===== config.mk =====
export PLATFORM = sky130hd
export DESIGN_NAME = uart_rx_decoder_flat
export DESIGN_NICKNAME = d
export VERILOG_FILES = /design/src/rtl/uart_rx_decoder_if.sv /design/src/rtl/uart_rx_decoder.sv /design/src/flat_wrapper.sv
export SDC_FILE = /design/constraint.sdc
export NUM_CORES = 1
export LEC_CHECK = 0
export CAP_MARGIN = 40
export CORE_MARGIN = 5
export CORE_UTILIZATION = 30
export CTS_BUF_LIST = sky130_fd_sc_hd__clkbuf_4 sky130_fd_sc_hd__clkbuf_8
export CTS_CLUSTER_DIAMETER = 200
export DETAILED_ROUTE_END_ITERATION = 10
export SYNTH_ARGS = -nofsm -noshare
export SYNTH_HDL_FRONTEND = slang
export SYNTH_SLANG_ARGS = --single-unit

===== constraint.sdc =====
create_clock -name i_clk -period 1.77 [get_ports i_clk]
set_input_delay 0.2655 -clock i_clk [delete_from_list [all_inputs] [get_ports i_clk]]
set_output_delay 0.2655 -clock i_clk [all_outputs]
set_load 0.05 [all_outputs]

===== src/rtl/uart_rx_decoder_if.sv =====
// Bundle between the UART receiver and its consumers: serial line in,
// latched byte/index, status pulses and LED drive out.
interface uart_rx_decoder_if #(
    parameter int L = 8
);
    logic         i_rxd;
    logic [L-1:0] o_data;
    logic [4:0]   o_code;
    logic         o_valid;
    logic         o_ferr;
    logic         o_busy;
    logic         o_led;

    // master is the receiver itself, slave is whoever drives the line and reads results
    modport master (
        input  i_rxd,
        output o_data, o_code, o_valid, o_ferr, o_busy, o_led
    );

    modport slave (
        output i_rxd,
        input  o_data, o_code, o_valid, o_ferr, o_busy, o_led
    );
endinterface


===== src/rtl/uart_rx_decoder.sv =====
// 8N1 UART receiver: oversampled deframing of one byte per frame and decode
// into the transmitter's character index (space=1, 'a'..'z'=2..27, else 0).
module uart_rx_decoder #(
    parameter int D = 234,
    parameter int L = 8
) (
    input  logic               i_clk,
    input  logic               i_rst,
    uart_rx_decoder_if.master  rx
);
    localparam int H  = D / 2;
    localparam int CW = $clog2(D + 1);
    localparam int BW = (L > 1) ? $clog2(L) : 1;

    localparam logic [CW-1:0] H_C      = CW'(H);
    localparam logic [CW-1:0] D_C      = CW'(D);
    localparam logic [CW-1:0] ONE_C    = CW'(1);
    localparam logic [BW-1:0] LAST_BIT = BW'(L - 1);

    typedef enum logic [2:0] {IDLE, START, DATA, STOP, BREAK} state_t;

    state_t        state_q;
    logic          sync1_q, sync2_q;
    logic          rxs;
    logic [CW-1:0] cnt_q;
    logic [BW-1:0] bit_q;
    logic [L-1:0]  shift_q;
    logic [L-1:0]  data_q;
    logic [4:0]    code_q;
    logic [4:0]    code_d;
    logic          valid_q, ferr_q, busy_q, led_q;

    assign rxs = sync2_q;

    // Narrow frames are zero-extended, so their missing upper bits read as 0.
    always_comb begin
        logic [31:0] v;
        v      = 32'(shift_q);
        code_d = 5'd0;
        if (v == 32'h20)
            code_d = 5'd1;
        else if (v >= 32'h61 && v <= 32'h7A)
            code_d = 5'(v - 32'h5F);
    end

    // cnt_q holds the number of cycles elapsed since the last timing reference,
    // so each comparison below lands exactly on a sample instant.
    always_ff @(posedge i_clk or posedge i_rst) begin
        if (i_rst) begin
            state_q <= IDLE;
            sync1_q <= 1'b1;
            sync2_q <= 1'b1;
            cnt_q   <= '0;
            bit_q   <= '0;
            shift_q <= '0;
            data_q  <= '0;
            code_q  <= '0;
            valid_q <= 1'b0;
            ferr_q  <= 1'b0;
            busy_q  <= 1'b0;
            led_q   <= 1'b0;
        end else begin
            sync1_q <= rx.i_rxd;
            sync2_q <= sync1_q;
            valid_q <= 1'b0;
            ferr_q  <= 1'b0;
            case (state_q)
                IDLE: begin
                    if (!rxs) begin
                        state_q <= START;
                        cnt_q   <= ONE_C;
                        busy_q  <= 1'b1;
                    end else begin
                        busy_q  <= 1'b0;
                    end
                end
                START: begin
                    if (cnt_q == H_C) begin
                        cnt_q <= ONE_C;
                        bit_q <= '0;
                        if (rxs) begin
                            state_q <= IDLE;
                            busy_q  <= 1'b0;
                        end else begin
                            state_q <= DATA;
                        end
                    end else begin
                        cnt_q <= cnt_q + 1'b1;
                    end
                end
                DATA: begin
                    if (cnt_q == D_C) begin
                        cnt_q   <= ONE_C;
                        shift_q <= L'({rxs, shift_q} >> 1);
                        if (bit_q == LAST_BIT)
                            state_q <= STOP;
                        else
                            bit_q <= bit_q + 1'b1;
                    end else begin
                        cnt_q <= cnt_q + 1'b1;
                    end
                end
                STOP: begin
                    if (cnt_q == D_C) begin
                        cnt_q <= '0;
                        if (rxs) begin
                            data_q  <= shift_q;
                            code_q  <= code_d;
                            led_q   <= (code_d != 5'd0);
                            valid_q <= 1'b1;
                            state_q <= IDLE;
                        end else begin
                            ferr_q  <= 1'b1;
                            state_q <= BREAK;
                        end
                    end else begin
                        cnt_q <= cnt_q + 1'b1;
                    end
                end
                BREAK: begin
                    if (rxs) begin
                        state_q <= IDLE;
                        busy_q  <= 1'b0;
                    end
                end
                default: begin
                    state_q <= IDLE;
                    busy_q  <= 1'b0;
                end
            endcase
        end
    end

    assign rx.o_data  = data_q;
    assign rx.o_code  = code_q;
    assign rx.o_valid = valid_q;
    assign rx.o_ferr  = ferr_q;
    assign rx.o_busy  = busy_q;
    assign rx.o_led   = led_q;
endmodule


===== src/flat_wrapper.sv =====
// flat-port wrapper written by rule: the top's interface ports become plain ports
module uart_rx_decoder_flat 
#(
    parameter int D = 234,
    parameter int L = 8
)
  (i_clk, i_rst, rx_i_rxd, rx_o_data, rx_o_code, rx_o_valid, rx_o_ferr, rx_o_busy, rx_o_led);
  uart_rx_decoder_if #(.L(L)) rx_i ();
  input  logic i_clk;
  input  logic i_rst;
  input wire logic [$bits(rx_i.i_rxd)-1:0] rx_i_rxd;
  output wire logic [$bits(rx_i.o_data)-1:0] rx_o_data;
  output wire logic [$bits(rx_i.o_code)-1:0] rx_o_code;
  output wire logic [$bits(rx_i.o_valid)-1:0] rx_o_valid;
  output wire logic [$bits(rx_i.o_ferr)-1:0] rx_o_ferr;
  output wire logic [$bits(rx_i.o_busy)-1:0] rx_o_busy;
  output wire logic [$bits(rx_i.o_led)-1:0] rx_o_led;
  assign rx_i.i_rxd = rx_i_rxd;
  assign rx_o_data = rx_i.o_data;
  assign rx_o_code = rx_i.o_code;
  assign rx_o_valid = rx_i.o_valid;
  assign rx_o_ferr = rx_i.o_ferr;
  assign rx_o_busy = rx_i.o_busy;
  assign rx_o_led = rx_i.o_led;
  uart_rx_decoder #(.D(D), .L(L)) u_core (.i_clk(i_clk), .i_rst(i_rst), .rx(rx_i));
endmodule

==> run_results.csv <==
group,metric,value,unit
timing,final-max-slew-violation-count,0,
routing,routed-via-count,1667,
power_and_ir_drop,power_frac_seq,0.591,
setup_path,timing.critical_path.required,1500,ps
routing,met3_wire_length,196,µm
grt,grt_max_degree,42,
final_layout,drive_above_1_share,0.235,
final_layout,finish.net_count,273,
min_path,hold_class,"input pin to async pin",
setup_path,critical_path.cell_chain,"clkdlybuf4s50_1",
routing,drcViolationCount,0,
synth,seq_area_frac_synth,0.472,
synth,ys_seq_elements,41,
place,gpl.final_weighted_congestion,0.777,
setup_path,critical_path.reg2reg.endpoint,"u_core.bit_q[2]$_DFFE_PP0P_",
synth,yosysWarnings,0,
routing,drt.antenna.violating_nets,0,
timing,max_freq,588,MHz
synth,synthDominantCellAreaShare,0.448,
setup_path,timing.setup.critical_path_class,"flop to output port",
synth,post_synth_instance_area,0.00218,mm²
floorplan,design.portCount,20,
synth,synth_largest_area_cell,"dfrtp_1",
setup_path,critical_path.max_stage_delay,800,ps
floorplan,floorplan.die.height,95.2,µm
clock_network,clock_sinks,41,
timing,setup_ws,68.1,ps
power_and_ir_drop,vdd_drop_max,0.000430,V
clock_network,cts_buffers,5,
clock_network,cts_tree,"done",
setup_path,r2r_cells,7,
floorplan,dieWidth,95.2,µm
final_layout,area_growth_syn_to_layout,26.4,%
setup_path,critical_path.max_fanout,2,
synth,synth_nets,233,
routing,met2WireLength,2240,µm
timing,layout_min_cycle_time,1700,ps
clock_network,ctsLongestPathBuffers,2,
setup_path,setup.worst_path.end_class,"output port",
setup_path,reg2reg_setup_slack,80,ps
power_and_ir_drop,swShare,0.209,
routing,detail_route.vias_per_cell,4.64,
timing,timing.final.hold_violations,0,
place,hpwl,3270,µm
synth,yosys.cell_count.top_type,"nand2_1",
setup_path,critical_path.n_buffers_inverters,1,
setup_path,regToRegStartpoint,"u_core.cnt_q[1]$_DFFE_PP0P_",
timing,grt_setup_unrepaired,"yes",
timing,slew_headroom,0.660,
place,preCtsSetupSlack,3.10,ps
grt,grt_first_pass_wirelength,7860,µm
grt,groute.usage.overall,0.110,
clock_network,worst_setup_hold_path_clk_slew,80,ps
timing,tightestPinTransition,509,ps
synth,syn-mean-instance-area,9.90,µm²
routing,highest-signal-layer,"met4",
power_and_ir_drop,p_clk_frac,0.388,
setup_path,crit_cells,1,
power_and_ir_drop,leakage,1.31,nW
power_and_ir_drop,power.combinational.fraction,0.021,
run_status,outcome,"completed",
routing,wl_per_instance,12.6,µm
power_and_ir_drop,net-switching-power,334,µW
synth,yosysUniqueCellTypes,53,
timing,final.setup.tns,0,ps
setup_path,timing.critical_path.from_type,"flop",
floorplan,die-area,0.00906,mm²
grt,grt_overflow,0,
timing,timing.final.crit_share,0.962,
synth,synthTopCellsByCount,"nand2_1 (44), dfrtp_1 (39), ha_1 (10), inv_1 (10), o21ai_0 (10)",
final_layout,fill_cells,728,
grt,antenna_found_initial,0,
synth,synth-edff-count,0,
setup_path,cp_data_arrival_time,1440,ps
job,maxCapViolCount,0,
floorplan,num_rows,31,
final_layout,antenna-diode-count,0,
synth,ys_async_sr_fraction,1.00,
floorplan,coreArea,0.00718,mm²
routing,routed_wirelength,4530,µm
routing,firstDrtPassIters,4,
synth,postSynth.topFlopCell,"dfrtp_1",
routing,routedLengthMet1,2060,µm
grt,grt_pass1_vias,1697,
timing,finalClockSkew,6.74,ps
setup_path,cpLargestDelayFamily,"buffers and inverters",
power_and_ir_drop,power_report.internal_total,1.26,mW
floorplan,floorplan.initialDensity,0.303,
routing,detail_route.iter0.violations,47,
clock_network,clock_insertion_delay_worst_skew,290,ps
setup_path,slowest_stage,"clkdlybuf4s50_1",
place,buffer_ports.inserted,19,
power_and_ir_drop,p_per_area,579,mW/mm²
clock_network,holdBufCountCts,0,
timing,final-setup-viol-count,0,
synth,netlist_instances,220,
clock_network,cts_max_level,2,
clock_network,cts_root_buf,"clkbuf_8",
synth,synthTopCellsByArea,"dfrtp_1 (45%), nand2_1 (7.6%), ha_1 (5.7%)",
[power by group through the flow]
stage / sequential [mW] / clock [mW] / combinational (mW)
4_1_cts: 0.941 / 0.645 / 0.0360
6_report: 0.941 / 0.618 / 0.0337
5_1_grt: 0.941 / 0.693 / 0.0392
2_1_floorplan: 0.959 / 0 / 0.0174
3_3_place_gp: 0.960 / 0 / 0.0359
3_5_place_dp: 0.960 / 0 / 0.0364
[registers in the layout, summed over array words and instances, names as in the netlist]
| name | count |
|---|---|
| u_core.rx.o_code | 5 |
| u_core.rx.o_valid | 1 |
| u_core.rxs | 1 |
| u_core.rx.o_led | 1 |
| u_core.sync1_q | 1 |
| u_core.rx.o_busy | 1 |
| u_core.bit_q | 3 |
| u_core.state_q | 3 |
| u_core.rx.o_ferr | 1 |
| u_core.cnt_q | 8 |
| u_core.rx.o_data | 8 |
| u_core.shift_q | 8 |
[area by class of cell]
type	instances	area (µm²)	area share
inverter	11	41.3	0.0150
sequential	41	1030	0.374
clock inverter	1	7.51	0.00273
timing repair buffer	44	382	0.139
clock buffer	6	82.6	0.0300
tap	99	124	0.0450
multi-input combinational	157	1090	0.395
[cell families (layout without fill, tap and decap cells)]
kind of cell / after synthesis / in the layout / share of synthesized area
AOI/OAI and AO/OA: 43 / 43 / 0.144
adders and majority gates: 10 / 10 / 0.0575
DFF: 41 / 41 / 0.472
xor gates and xnor gates: 4 / 4 / 0.0161
muxes: 12 / 12 / 0.0615
buffers and inverters: 22 / 62 / 0.0460
and+or+nand+nor: 88 / 88 / 0.203
[repair_timing]
item / 4_1_cts / 5_1_grt
setup endpoints to repair: 6 / 7
pin swaps: 2 / 5
gates resized for setup: 7 / 8
gates cloned: 0 / 0
setup buffers: 1 / 0
[per-stage QoR]
step	cells	hold WS (ps)	area [µm²]	util	power [mW]
2_1_floorplan	220	270	2180	-	0.976
6_report	359	331	2750	0.384	1.59
5_1_grt	359	349	2750	0.384	1.67
3_5_place_dp	351	347	2610	0.364	0.996
3_3_place_gp	351	349	2610	0.364	0.995
4_1_cts	359	329	2730	0.381	1.62
[layer usage]
layer,global-route usage,up-vias
li1,-,847
met1,0.133,787
met2,0.192,29
met3,0.0284,4
met4,0.0361,0
met5,0,-
[layout by cell type (no fill, tap or decap), types with 2 or more instances in the layout]
master	count
ha_2	2
xor2_1	2
dlymetal6s2s_1	2
inv_2	3
o21ai_0	10
ha_1	7
mux2_2	2
nor3_1	7
mux2_1	5
and4b_1	2
clkdlybuf4s50_1	10
nor2b_1	3
inv_1	8
buf_4	30
o22ai_1	3
dfstp_2	2
o211ai_1	3
nand3_1	8
nand2_1	44
clkbuf_8	6
nand2b_1	2
nor2_1	7
dfrtp_1	39
a21o_1	2
and2_1	2
a21oi_1	7
o31ai_1	4
mux2i_1	4
xnor2_1	2
[worst min-delay path, delay by kind of cell]
family                 cells  cell delay [ps]
buffers and inverters      3              720
[worst max path at each step]
stage,from,slack [ps],endpoint
floorplan,u_core.cnt_q[0]$_DFFE_PP0P_,20,u_core.bit_q[0]$_DFFE_PP0P_
global placement,u_core.cnt_q[0]$_DFFE_PP0P_,40,u_core.cnt_q[6]$_DFFE_PP0P_
detailed placement,u_core.cnt_q[0]$_DFFE_PP0P_,3,u_core.cnt_q[3]$_DFFE_PP0P_
CTS,u_core.cnt_q[0]$_DFFE_PP0P_,-6,u_core.bit_q[2]$_DFFE_PP0P_
global route,u_core.cnt_q[1]$_DFFE_PP0P_,-40,u_core.bit_q[2]$_DFFE_PP0P_
finish,u_core.rx.o_data[3]$_DFFE_PP0P_,70,rx_o_data[3]
Note: power is estimated with default switching activity, not from simulation.
